--- src/rtl/layer_forward_pkg.sv ---
// Shared definitions for the layer forward / backpropagation blocks.
//   layer_state_t : controller state encoding (IDLE, CALC, DONE)
//   acc_width()   : accumulator width that holds a full N-term dot product
//                   of signed weights and zero-extended activations
package layer_forward_pkg;

  typedef enum logic [1:0] {
    IDLE = 2'd0,
    CALC = 2'd1,
    DONE = 2'd2
  } layer_state_t;

  // The +1 covers zero-extending the activation into a signed operand.
  // The clog2 term covers the growth from summing n products.
  function automatic int acc_width(input int weight_w, input int act_w, input int n);
    return weight_w + act_w + 1 + $clog2(n);
  endfunction

endpackage

--- src/rtl/mac_cell.sv ---
// Signed multiply-accumulate cell with synchronous clear and a saturating
// output stage.
//   clk, rst : clock, asynchronous active-low reset (clears the accumulator)
//   clr      : zero the accumulator on this edge
//   en       : add w*a to the accumulator on this edge
//   w        : signed weight
//   a        : unsigned activation (zero-extended before the multiply)
//   z        : (acc >>> FRACTION_WIDTH) saturated to NEURON_OUTPUT_WIDTH bits
//   sat      : high while z is clipped
module mac_cell
  import layer_forward_pkg::*;
#(
  parameter int WEIGHT_CELL_WIDTH   = 16,
  parameter int ACTIVATION_WIDTH    = 9,
  parameter int NEURON_OUTPUT_WIDTH = 10,
  parameter int FRACTION_WIDTH      = 0,
  parameter int ACC_W = acc_width(WEIGHT_CELL_WIDTH, ACTIVATION_WIDTH, 1)
) (
  input  logic                                  clk,
  input  logic                                  rst,
  input  logic                                  clr,
  input  logic                                  en,
  input  logic signed [WEIGHT_CELL_WIDTH-1:0]   w,
  input  logic        [ACTIVATION_WIDTH-1:0]    a,
  output logic signed [NEURON_OUTPUT_WIDTH-1:0] z,
  output logic                                  sat
);

  localparam int PROD_W = WEIGHT_CELL_WIDTH + ACTIVATION_WIDTH + 1;

  // Saturation bounds expressed at accumulator width.
  localparam logic signed [ACC_W-1:0] Z_MAX =
    {{(ACC_W-NEURON_OUTPUT_WIDTH+1){1'b0}}, {(NEURON_OUTPUT_WIDTH-1){1'b1}}};
  localparam logic signed [ACC_W-1:0] Z_MIN =
    {{(ACC_W-NEURON_OUTPUT_WIDTH+1){1'b1}}, {(NEURON_OUTPUT_WIDTH-1){1'b0}}};

  function automatic logic signed [NEURON_OUTPUT_WIDTH-1:0] saturate(
    input logic signed [ACC_W-1:0] v);
    if (v > Z_MAX)      return Z_MAX[NEURON_OUTPUT_WIDTH-1:0];
    else if (v < Z_MIN) return Z_MIN[NEURON_OUTPUT_WIDTH-1:0];
    else                return v[NEURON_OUTPUT_WIDTH-1:0];
  endfunction

  function automatic logic clipped(input logic signed [ACC_W-1:0] v);
    return (v > Z_MAX) || (v < Z_MIN);
  endfunction

  logic signed [PROD_W-1:0] w_ext;
  logic signed [PROD_W-1:0] a_ext;
  logic signed [PROD_W-1:0] prod_p0;
  logic signed [ACC_W-1:0]  prod_ext;
  logic signed [ACC_W-1:0]  acc_p0;
  logic signed [ACC_W-1:0]  shifted_p1;

  assign w_ext    = PROD_W'(w);
  assign a_ext    = $signed(PROD_W'(a));
  assign prod_p0  = w_ext * a_ext;
  assign prod_ext = ACC_W'(prod_p0);

  // Stage p0: accumulator
  always_ff @(posedge clk or negedge rst) begin
    if (!rst)     acc_p0 <= '0;
    else if (clr) acc_p0 <= '0;
    else if (en)  acc_p0 <= acc_p0 + prod_ext;
  end

  // Stage p1: fraction removal and saturation (combinational from acc_p0)
  assign shifted_p1 = acc_p0 >>> FRACTION_WIDTH;
  assign z          = saturate(shifted_p1);
  assign sat        = clipped(shifted_p1);

endmodule

--- src/rtl/layer_forward.sv ---
// Forward pass of one fully connected layer: z[i] = sum_j w[i][j] * a[j].
//   clk, rst         : clock, asynchronous active-low reset
//   w, w_valid/ready : N*N signed weights, cell (i*N+j) = input j -> neuron i
//   a, a_valid/ready : N unsigned activations
//   z, z_valid/ready : N saturated signed neuron sums
//   error            : some z cell of the presented result was clipped
// Weights and activations are captured independently (either order); once
// both are held the layer walks the N columns, one per clock, with all
// neurons accumulating in parallel, then presents the result until taken.
module layer_forward
  import layer_forward_pkg::*;
#(
  parameter int NEURON_NUM          = 5,
  parameter int NEURON_OUTPUT_WIDTH = 10,
  parameter int ACTIVATION_WIDTH    = 9,
  parameter int WEIGHT_CELL_WIDTH   = 16,
  parameter int FRACTION_WIDTH      = 0
) (
  input  logic                                               clk,
  input  logic                                               rst,
  input  logic [NEURON_NUM*NEURON_NUM*WEIGHT_CELL_WIDTH-1:0] w,
  input  logic                                               w_valid,
  output logic                                               w_ready,
  input  logic [NEURON_NUM*ACTIVATION_WIDTH-1:0]             a,
  input  logic                                               a_valid,
  output logic                                               a_ready,
  output logic [NEURON_NUM*NEURON_OUTPUT_WIDTH-1:0]          z,
  output logic                                               z_valid,
  input  logic                                               z_ready,
  output logic                                               error
);

  localparam int N     = NEURON_NUM;
  localparam int ACC_W = acc_width(WEIGHT_CELL_WIDTH, ACTIVATION_WIDTH, N);
  localparam int CNT_W = (N > 1) ? $clog2(N) : 1;
  localparam logic [CNT_W-1:0] LAST = CNT_W'(N - 1);

  layer_state_t state, state_nxt;
  logic             w_held, a_held;
  logic             w_fire, a_fire;
  logic             clr, en;
  logic [CNT_W-1:0] cnt;
  logic [N*N*WEIGHT_CELL_WIDTH-1:0] w_reg;
  logic [N*ACTIVATION_WIDTH-1:0]    a_reg;
  logic [ACTIVATION_WIDTH-1:0]      a_sel;
  logic [N-1:0]                     sat_vec;

  assign w_fire = w_valid && w_ready;
  assign a_fire = a_valid && a_ready;

  always_comb begin
    state_nxt = state;
    w_ready   = 1'b0;
    a_ready   = 1'b0;
    z_valid   = 1'b0;
    clr       = 1'b0;
    en        = 1'b0;
    case (state)
      IDLE: begin
        w_ready = !w_held;
        a_ready = !a_held;
        // An un-held input is always ready here, so valid alone means capture.
        if ((w_held || w_valid) && (a_held || a_valid)) begin
          state_nxt = CALC;
          clr       = 1'b1;
        end
      end
      CALC: begin
        en = 1'b1;
        if (cnt == LAST) state_nxt = DONE;
      end
      DONE: begin
        z_valid = 1'b1;
        if (z_ready) state_nxt = IDLE;
      end
      default: state_nxt = IDLE;
    endcase
  end

  // Stage p0: control state, held flags, column counter
  always_ff @(posedge clk or negedge rst) begin
    if (!rst) begin
      state  <= IDLE;
      w_held <= 1'b0;
      a_held <= 1'b0;
      cnt    <= '0;
    end else begin
      state <= state_nxt;
      if (state == DONE && z_ready) begin
        w_held <= 1'b0;
        a_held <= 1'b0;
      end else begin
        if (w_fire) w_held <= 1'b1;
        if (a_fire) a_held <= 1'b1;
      end
      if (clr)                    cnt <= '0;
      else if (en && cnt != LAST) cnt <= cnt + CNT_W'(1);
    end
  end

  // Operand capture; data registers carry no reset.
  always_ff @(posedge clk) begin
    if (w_fire) w_reg <= w;
    if (a_fire) a_reg <= a;
  end

  assign a_sel = a_reg[int'(cnt)*ACTIVATION_WIDTH +: ACTIVATION_WIDTH];

  // Stage p1: one MAC per neuron, all fed the same activation column
  for (genvar i = 0; i < N; i++) begin : g_neuron
    logic signed [WEIGHT_CELL_WIDTH-1:0] w_sel;
    assign w_sel = w_reg[(i*N + int'(cnt))*WEIGHT_CELL_WIDTH +: WEIGHT_CELL_WIDTH];

    mac_cell #(
      .WEIGHT_CELL_WIDTH  (WEIGHT_CELL_WIDTH),
      .ACTIVATION_WIDTH   (ACTIVATION_WIDTH),
      .NEURON_OUTPUT_WIDTH(NEURON_OUTPUT_WIDTH),
      .FRACTION_WIDTH     (FRACTION_WIDTH),
      .ACC_W              (ACC_W)
    ) u_mac (
      .clk (clk),
      .rst (rst),
      .clr (clr),
      .en  (en),
      .w   (w_sel),
      .a   (a_sel),
      .z   (z[i*NEURON_OUTPUT_WIDTH +: NEURON_OUTPUT_WIDTH]),
      .sat (sat_vec[i])
    );
  end

  assign error = (state == DONE) && (|sat_vec);

endmodule

--- config.mk ---
export PLATFORM = sky130hd
export DESIGN_NAME = layer_forward
export DESIGN_NICKNAME = d
export VERILOG_FILES = /design/src/rtl/layer_forward_pkg.sv /design/src/rtl/mac_cell.sv /design/src/rtl/layer_forward.sv
export SDC_FILE = /design/constraint.sdc
export NUM_CORES = 2
export LEC_CHECK = 0
export CORE_AREA = 2 2 390 392
export DETAILED_ROUTE_END_ITERATION = 10
export DIE_AREA = 0 0 392 394
export PLACE_DENSITY = 0.56
export SETUP_SLACK_MARGIN = 0.3
export SLEW_MARGIN = 15
export SYNTH_ARGS = -nofsm -noshare
export SYNTH_HDL_FRONTEND = slang
export SYNTH_SLANG_ARGS = --single-unit
--- constraint.sdc ---
create_clock -name clk -period 13.6 [get_ports clk]
set_clock_uncertainty 0.15 [all_clocks]
set_input_delay 2.72 -clock clk [delete_from_list [all_inputs] [get_ports clk]]
set_output_delay 2.72 -clock clk [all_outputs]
set_load 0.005 [all_outputs]
==> impl_metrics.ini <==
[placed_design]
hpwl_um = 140000
gp_congestion = 0.887
dp_slack_ns = 4.91
portBuffers = 503

[hold_path]
hold_end = g_neuron[0].u_mac.acc_p0[6]$_DFFE_PN0P_
min_path_type = reg2reg
hold_start = g_neuron[0].u_mac.acc_p0[6]$_DFFE_PN0P_
holdPathStages = 2

[sta]
period_share_pct = 65.4
worstMarginPinSlew_ns = 1.14
max_freq_mhz = 112
rsz0062_at_grt = false
relSlewSlack_pct = 23.8
fin_crit_ns = 8.89
fin_ws_ns = 4.71
holdWs_ns = 0.360
hold_violations = 0
setup_viol = 0
maxSlewViolCount = 0
finalSetupTns_ns = 0

[die]
rows = 143
chipHeight_um = 394
pin_count = 504
core_area_um2 = 151000
start_util_pct = 37.7
die_w_um = 392
dieArea_um2 = 154000

[setup_path]
rrSetupSlack_ns = 4.71
critPathArrivalTime_ns = 9.25
start_kind = flip-flop
end_kind = flip-flop
worstPathRequired_ns = 13.96
r2r-end = g_neuron[4].u_mac.acc_p0[22]$_DFFE_PN0P_
ff2ff_path_depth = 24
r2r-start = cnt[1]$_DFFE_PN0P_
worst-path-max-fanout = 42
critical_path_class = reg2reg

[outcome]
status = finished, final reports clean

[grt]
grt_pass1_vias = 43600
grt_first_pass_wirelength_um = 267000
grt_overflow = 0
antenna_found_initial = 40
grt_max_degree = 171
grt_usage_pct = 23.2

[route]
drt_iter0_drc = 2674
firstDrtPassIters = 8
vias_per_cell = 4.99
vias = 40400
wire_per_inst_um = 21.6
ant_nets = 0
wl_um = 175000
route.detailed.drc = 0

[cts]
cts.sinks = 597
cts_made_buffers = 72
htreeDepth = 3
cts-root-buf = clkbuf_16
clockBufferDepth = 3
cts.clk_slew.worst_paths_ns = 0.06
post-cts-setup-buffers = 0
worstSkewPairLatency_ns = 0.71
cts-resized-gates = 0
cts_tree = built
postCtsHoldBufs = 0

[logic_synthesis]
async_reset_ff_share_pct = 25.5
synth-edff-count = 445
synth_top_area_share_pct = 27.5
yosysMostFrequentCell = inv_1
yosysSeqAreaShare_pct = 30.2
synth_fp_nets = 7083
synth_area_leader_cell = fa_1
synthTopCellsByCount = inv_1 (1235), nand2_1 (838), fa_1 (780), edfxtp_1 (445), ha_1 (332)
ys_ff_latch = 597
synth.top_cells.by_area = fa_1 (27%), edfxtp_1 (24%), inv_1 (8.2%), ha_1 (7.3%), dfrtp_1 (6.7%)
ys_types = 69
synthCells = 5521
ys_warn_count = 0
syn_area_um2 = 56800
synth_area_per_cell_um2 = 10.3
ys.flop_type = edfxtp_1

[final_layout]
nets = 7528
drive_gt1_share_pct = 6.42
fillers = 14400
areaGrowthSynthToFinish_pct = 17.6
largest_register_ffs = 400
fin_util_pct = 44.4

[flow_run]
drv_cap = 0
## worst max path at each step
stage,start,end,slack (ns),cells past startpoint
after floorplan,w_valid,w_reg[0]$_DFFE_PP_,0.92,1
after global placement,cnt[1]$_DFFE_PN0P_,g_neuron[4].u_mac.acc_p0[22]$_DFFE_PN0P_,5.05,24
after detailed placement,cnt[1]$_DFFE_PN0P_,g_neuron[4].u_mac.acc_p0[22]$_DFFE_PN0P_,4.91,24
after CTS,cnt[1]$_DFFE_PN0P_,g_neuron[4].u_mac.acc_p0[22]$_DFFE_PN0P_,4.85,23
after global routing,cnt[1]$_DFFE_PN0P_,g_neuron[4].u_mac.acc_p0[22]$_DFFE_PN0P_,4.29,25
final,cnt[1]$_DFFE_PN0P_,g_neuron[4].u_mac.acc_p0[22]$_DFFE_PN0P_,4.71,24
## per-stage QoR
| step | cell area [um2] | cells |
|---|---|---|
| floorplan | 56800 | 5521 |
| global placement | 64300 | 7922 |
| detailed placement | 64300 | 7922 |
| CTS | 66800 | 8055 |
| global route | 66900 | 8085 |
| finish | 66900 | 8087 |
## worst max-delay path, stage by stage, from the launching register on
cell and delay, ns:
dfrtp_4 0.77, buf_4 0.53, mux2_2 0.25, a21oi_1 0.11, o21ai_4 0.81, buf_4 0.61, nand2_1 0.15, fa_1 0.55
inv_1 0.05, fa_1 0.50, inv_1 0.06, fa_1 0.52, inv_1 0.05, fa_1 0.47, inv_1 0.05, fa_1 0.47
inv_1 0.04, ha_1 0.35, nor3_1 0.10, o41ai_1 0.96, a31oi_1 0.35, or3_1 0.39, o211ai_1 0.11, xnor2_1 0.13
o21ai_0 0.08
## placed cells by master (no fill, tap or decap), drive strengths merged, types with 22 or more instances in the layout
cell type,synthesis,final
a211oi,22,22
a21o,66,66
a21oi,171,171
and2,79,79
buf,48,58
clkbuf,141,84
clkdlybuf4s50,0,502
clkinv,0,33
dfrtp,152,152
diode,0,32
edfxtp,445,445
fa,780,780
ha,332,332
inv,1236,1242
mux2,85,85
mux2i,63,63
mux4,87,87
nand2,838,838
nand3,29,29
nand4,42,42
nor2,225,225
nor2b,50,50
nor3,27,27
nor4,26,26
o21a,34,34
o21ai,235,235
xnor2,88,88
xor2,48,48
## layer usage
| metal | global-route usage [%] | vias to the layer above | wire length [um] |
|---|---|---|---|
| met5 | 0 | - | 72 |
| met3 | 5.45 | 282 | 11800 |
| met2 | 38.1 | 1148 | 83700 |
| met4 | 10.8 | 10 | 8520 |
| met1 | 29.0 | 20500 | 70700 |
| li1 | - | 18400 | - |
## layout make-up
type / count / area (um2) / share of cell area [%]
well taps: 2030 / 2540 / 3.80
clock buffers: 84 / 1860 / 2.78
repair buffers: 560 / 5510 / 8.25
flip-flops and latches: 597 / 17200 / 25.7
inverters: 1236 / 4640 / 6.94
diodes: 32 / 80.1 / 0.120
multi-input cells: 3499 / 34500 / 51.6
clock inverters: 49 / 577 / 0.863
## logic make-up (layout without fill, tap and decap cells)
family	count (synthesis)	after routing	share of synthesized area (%)
multiplexers	235	235	6.24
AND/OR/NAND/NOR	1359	1359	10.2
XOR/XNOR	136	136	2.10
other	0	32	0
AO/OA/AOI/OAI	657	657	7.07
adder cells (fa/ha/maj)	1112	1112	34.8
buffers and inverters	1425	1929	9.46
flip-flops	597	597	30.2
Power is not shown: default switching activity piles up to over one toggle a cycle in this logic, so the estimate is an artifact.
